[src/rtl/lfsr_seed_gen.sv]
// rtl/lfsr_seed_gen.sv - Galois LFSR random word source with timer/entropy reseed mixing
// and all-zero lock-up recovery, serving one word per valid/ready handshake.
module lfsr_seed_gen #(
   parameter int               WIDTH        = 16,
   parameter logic [WIDTH-1:0] TAPS         = 16'hB400,
   parameter logic [WIDTH-1:0] SEED_DEFAULT = 16'hACE1,
   parameter int               MIX_CYCLES   = 4
) (
   input  logic             clk,
   input  logic             rst_n,
   input  logic             reseed,
   input  logic [WIDTH-1:0] entropy,
   input  logic             rnd_ready,
   output logic             rnd_valid,
   output logic [WIDTH-1:0] rnd_data,
   output logic             reseed_done,
   output logic             seed_fixed
);

   localparam int               CNT_W    = (MIX_CYCLES > 1) ? $clog2(MIX_CYCLES) : 1;
   localparam logic [CNT_W-1:0] CNT_LAST = CNT_W'(MIX_CYCLES - 1);

   typedef enum logic [1:0] {
      ST_INIT,
      ST_RUN,
      ST_MIX,
      ST_CHECK
   } state_t;

   function automatic logic [WIDTH-1:0] step(input logic [WIDTH-1:0] v);
      return (v >> 1) ^ (v[0] ? TAPS : '0);
   endfunction

   state_t           state_q, state_d;
   logic [WIDTH-1:0] lfsr_q, lfsr_d;
   logic [WIDTH-1:0] timer_q;
   logic [WIDTH-1:0] step_s;
   logic [CNT_W-1:0] mix_cnt_q, mix_cnt_d;
   logic             pending_q, pending_d;
   logic             done_d, fixed_d;

   assign step_s   = step(lfsr_q);
   assign rnd_data = lfsr_q;

   always_comb begin
      state_d   = state_q;
      lfsr_d    = lfsr_q;
      mix_cnt_d = mix_cnt_q;
      pending_d = pending_q;
      done_d    = 1'b0;
      fixed_d   = 1'b0;
      case (state_q)
         ST_INIT: begin
            lfsr_d  = SEED_DEFAULT;
            state_d = ST_RUN;
         end
         ST_RUN: begin
            // A handshake and a reseed in the same cycle both land: step first, mix after.
            if (rnd_valid && rnd_ready) begin
               lfsr_d = step_s;
            end
            if (reseed || pending_q) begin
               state_d   = ST_MIX;
               pending_d = 1'b0;
               mix_cnt_d = '0;
            end
         end
         ST_MIX: begin
            lfsr_d = step_s ^ timer_q ^ entropy;
            if (reseed) begin
               mix_cnt_d = '0;
            end else if (mix_cnt_q == CNT_LAST) begin
               state_d = ST_CHECK;
            end else begin
               mix_cnt_d = mix_cnt_q + CNT_W'(1);
            end
         end
         ST_CHECK: begin
            // The all-zero state is the one fixed point of the LFSR; never let RUN see it.
            if (lfsr_q == '0) begin
               lfsr_d  = SEED_DEFAULT;
               fixed_d = 1'b1;
            end
            if (reseed) begin
               pending_d = 1'b1;
            end
            done_d  = 1'b1;
            state_d = ST_RUN;
         end
         default: begin
            state_d = ST_INIT;
         end
      endcase
   end

   always_ff @(posedge clk or negedge rst_n) begin
      if (!rst_n) begin
         state_q     <= ST_INIT;
         lfsr_q      <= SEED_DEFAULT;
         timer_q     <= '0;
         mix_cnt_q   <= '0;
         pending_q   <= 1'b0;
         rnd_valid   <= 1'b0;
         reseed_done <= 1'b0;
         seed_fixed  <= 1'b0;
      end else begin
         state_q     <= state_d;
         lfsr_q      <= lfsr_d;
         timer_q     <= timer_q + WIDTH'(1);
         mix_cnt_q   <= mix_cnt_d;
         pending_q   <= pending_d;
         rnd_valid   <= (state_d == ST_RUN);
         reseed_done <= done_d;
         seed_fixed  <= fixed_d;
      end
   end

endmodule

[config.mk]
export PLATFORM = sky130hd
export DESIGN_NAME = lfsr_seed_gen
export DESIGN_NICKNAME = d
export VERILOG_FILES = /design/src/rtl/lfsr_seed_gen.sv
export SDC_FILE = /design/constraint.sdc
export NUM_CORES = 1
export LEC_CHECK = 0
export CAP_MARGIN = 20
export CELL_PAD_IN_SITES_DETAIL_PLACEMENT = 1
export CELL_PAD_IN_SITES_GLOBAL_PLACEMENT = 2
export CORE_MARGIN = 1
export CORE_UTILIZATION = 31
export DETAILED_ROUTE_END_ITERATION = 6
export PLACE_DENSITY = 0.8
export SYNTH_ARGS = -nofsm -noshare
export SYNTH_HDL_FRONTEND = slang
export SYNTH_SLANG_ARGS = --single-unit
[constraint.sdc]
create_clock -name clk -period 1.9 [get_ports clk]
set_clock_uncertainty 0.2 [all_clocks]
set_input_delay 0.57 -clock clk [delete_from_list [all_inputs] [get_ports clk]]
set_output_delay 0.57 -clock clk [all_outputs]
set_load 0.1 [all_outputs]
-- Word-level counts from Yosys, hierarchy flattened
Index checks and enable logic that the tools add are counted.
- output and inout bits: 19
- register bits after elaboration: 40
- word-level logic and storage cells: 51
- $add $sub $neg: 2
- bitwise logic cells: 3
- muxes and demuxes: 18
- reduce and logical (&&, ||, !) cells: 10
- equal/unequal tests: 10
- operator list (cell ; count):
    16-bit one-hot mux with 4 select lines ; 1
    16-bit two-way mux ; 3
    16-bit bitwise XOR ; 2
    16-bit by 1-bit adder with 16-bit output (second input constant) ; 1
    16-bit zero test ; 1
    15-bit by 16-bit bitwise XOR with 16-bit output ; 1
    2-bit two-way mux ; 6
    2-bit != test (second input constant) ; 4
    2-bit == test (second input constant) ; 3
    2-bit one-hot mux with 3 select lines ; 1
    3-bit AND reduction ; 2
    1-bit two-way mux ; 5
    2-bit by 1-bit == test with 1-bit output (second input constant) ; 2
    2-bit one-hot mux with 2 select lines ; 1
    2-bit nonzero test ; 2
    3-bit != test (second input constant) ; 1
    2-bit by 1-bit adder with 2-bit output (second input constant) ; 1
    2-bit zero test ; 1
    1-bit one-hot mux with 2 select lines ; 1
    2-bit AND reduction ; 1
    2-bit OR reduction ; 1
    1-bit logical AND ; 1
    1-bit logical OR ; 1

-- Logic depth before layout (Yosys ltp)
- word-level depth: 5
- depth in mapped cells: 7
- gate-level depth less buffers: 6

-- Least setup slack after synthesis
Ideal clock, no wire load.
- path kind: register to register
- start point: reg lfsr_q[9], in the netlist rnd_data[9]
- end point: reg lfsr_q[9], in the netlist rnd_data[9]
- cell stages (with the launch flop): 6
- setup time: 127 ps
- slack: -566 ps
- arrival: 2140 ps
- buffers on the path: 1
- required time: 1573 ps
- cells stage by stage: dfrtp_1 > nor4_1 > nand4_1 > a22oi_4 > buf_12 > mux2_4
- longest elaborated chain between the ends: 3
- ends and longest elaborated chain (item ; RTL line ; text):
    start: declaration ; 35 ; logic [WIDTH-1:0] lfsr_q, lfsr_d;
    start signal: assignment ; 108 ; lfsr_q <= lfsr_d;
    16-bit zero test ; 80 ; if (lfsr_q == '0) begin
    2-bit != test (no line) ; - ;
    2-bit AND reduction (no line) ; - ;
No other way between the ends.
A chain may end at the register's enable or synchronous reset.

-- Worst setup path after layout
- start point: reg lfsr_q[3], in the netlist rnd_data[3]
- end point: reg lfsr_q[12], in the netlist rnd_data[12]
The elaborated chain is that of the path after synthesis.

==> flow_summary.toml <==
[setup_path]
end_kind = "flop"
path_class = "reg2reg"
arrival_ns = 2.16
startpoint_type = "flop"
cp_max_fo = 8
cp.required_ns = 1.89

[global_routing]
antenna_found_initial = 0
grt.total_usage_pct = 18.4
grt_pass1_vias = 2062
overflow = 0
grt_max_degree = 19
grt_pass1_wl_microns = 10600

[timing]
period_needed_ns = 2.17
slew_violations = 0
rsz0062_at_grt = "yes"
whs_ns = 0.00249
slew-limit-headroom_pct = 69.4
fmax_mhz = 461
fin_ws_ns = -0.268
tightest_slew_ns = 0.459
setup_violations = 25
hold_viol = 0
fin_crit_sh_pct = 114

[logic_synthesis]
synth_cell_type_count = 36
yosys_register_bits = 40
yosys-top-cells-area = "dfrtp_1, dfstp_2, xnor2_1"
syn_inst = 199
avgSynthCellArea_sq_um = 11.4
synth_top_cell_area_share_pct = 35.2
synth_largest_area_cell = "dfrtp_1"
ys_warn_count = 0
synth_area_sq_mm = 0.00227
syn-num-nets = 224
ys_seq_area_share_pct = 44.5

[cts]
path_clk_slew_ns = 0.08
insertion_delay_ns = 0.30
cts-htree-levels = 2
cts_inserted_buffers = 5
cts_root_buf = "clkbuf_8"
cts_tree = "done"
clock_sinks = 40
clockBufferDepth = 2

[floorplan]
die-area_sq_mm = 0.00768
core_sq_mm = 0.00694
fp-row-count = 30
fp.dieW_microns = 87.6
io_pins = 39
initial_core_util_pct = 32.7
die_h_microns = 87.6

[power]
total_power_mw = 7.29
leakage_nw = 1.63
vdd_drop_max_mv = 0.946
powerDensity_mw_per_mm2 = 2010

[cells_and_area]
nets = 310
multi_input_area_sq_mm = 0.00126
mostFrequentLayoutCells = "buf_4, dfrtp_1, xnor2_1"
n_antenna_cell = 0
fin_area_sq_mm = 0.00362
final_common_cell = "buf_4"
nFillCells = 707
drive_gt1_share_pct = 40.2
regArea_sq_mm = 0.00104
syn_to_final_growth_pct = 59.3

[place]
globalplace.congestion = 0.744
post-dp-hpwl_microns = 4400
numPortBuffers = 38
place_area_sq_mm = 0.00323

[route]
ant_nets = 0
drc = 0
dr.pass1.iters = 4
vias_per_cell = 4.85
drt_iter0_markers = 50
drt_wl_total_microns = 6620
num_vias = 1851
wl_per_cell_microns = 17.3

[run]
max-cap-violations = 0

[outcome]
status = "complete, but fails checks"
violations = "negative setup slack"

[min_path]
min_path_type = "in2async"
[what timing repair did]
action | in CTS | in global routing
endpoints found under the hold margin | 0 | 0
buffers inserted | 12 | 7
pin swaps | 3 | 3
endpoints found under the setup margin | 25 | 29
resized for setup | 23 | 10
cloned | 1 | 0
hold buffers | 0 | 0
[logic make-up after synthesis]
group,Yosys count,synth area share [%]
AO/OA/AOI/OAI,38,11.4
XOR/XNOR,38,18.6
adder cells (fa/ha/maj),5,2.75
buffers and inverters,20,4.35
flip-flops,40,44.5
multiplexers,16,9.36
AND/OR/NAND/NOR,42,9.03
[layout make-up]
class	instances	area share (%)
multi-input combinational	139	34.7
sequential	40	28.7
timing repair buffer	86	28.4
tap	96	3.32
clock buffer	7	2.66
inverter	13	1.35
clock inverter	1	0.830
[synth_stat cells, drive strengths merged]
library cell,count
a22oi,8
a221oi,1
nor2,10
and3,4
mux2i,1
nor3b,1
a41oi,1
nor3,2
inv,13
nor4,4
nand3,7
o21ai,7
nand4,4
xor3,6
dfrtp,32
o221ai,3
a21oi,12
dfstp,8
o22a,1
mux2,15
o211ai,1
buf,4
or2,1
xnor2,23
ha,5
a211o,1
a21o,1
a31oi,1
nand2,9
a211oi,1
clkbuf,3
xor2,9
[critical path, cell delays in order (launching register included)]
cell and delay [ns]:
dfrtp_4 0.50, nor4_4 0.27, nand4_1 0.25, a22oi_4 0.33
clkbuf_16 0.22, mux2_4 0.29
[registers in the layout (all words and copies together), names as in the netlist]
signal       flops
state_q          2
rnd_valid        1
mix_cnt_q        2
rnd_data        16
pending_q        1
timer_q         16
reseed_done      1
seed_fixed       1
[report_power, final]
group	internal, mW	switching, mW
sequential	1.18	0.254
clock	0.464	0.318
combinational	2.38	2.69
[through the flow]
step	setup TNS, ns	instances	util [%]	setup slack [ns]
after CTS	-3.40	379	51.4	-0.215
after floorplan	-3.63	199	-	-0.297
after global routing	-5.55	382	52.1	-0.341
after detailed placement	-3.68	359	46.5	-0.274
final	-4.14	382	52.1	-0.268
after global placement	-3.60	359	46.5	-0.267
[path summary, 6_finish.rpt]
| path | cells after the start | endpoint | startpoint | slack (ns) |
|---|---|---|---|---|
| setup / recovery | 5 | rnd_data[12] | rnd_data[3] | -0.27 |
| hold / removal | 1 | timer_q[11] | rst_n | 0.002 |
| setup reg to reg | 5 | rnd_data[12] | rnd_data[3] | -0.27 |
| hold reg to reg | 1 | timer_q[15] | timer_q[15] | 0.30 |
| max in group asynchronous | 2 | rnd_data[0] | rst_n | 0.96 |
| min in group clk | 1 | timer_q[15] | timer_q[15] | 0.30 |
[routing by layer]
layer	vias to the layer above	track usage (%)	share of wire, %
li1	869	-	-
met1	937	23.0	44
met2	36	32.3	52
met3	9	3.30	3.1
met4	0	5.96	1.4
met5	-	0	0
Note: power is estimated with default switching activity, not from simulation.
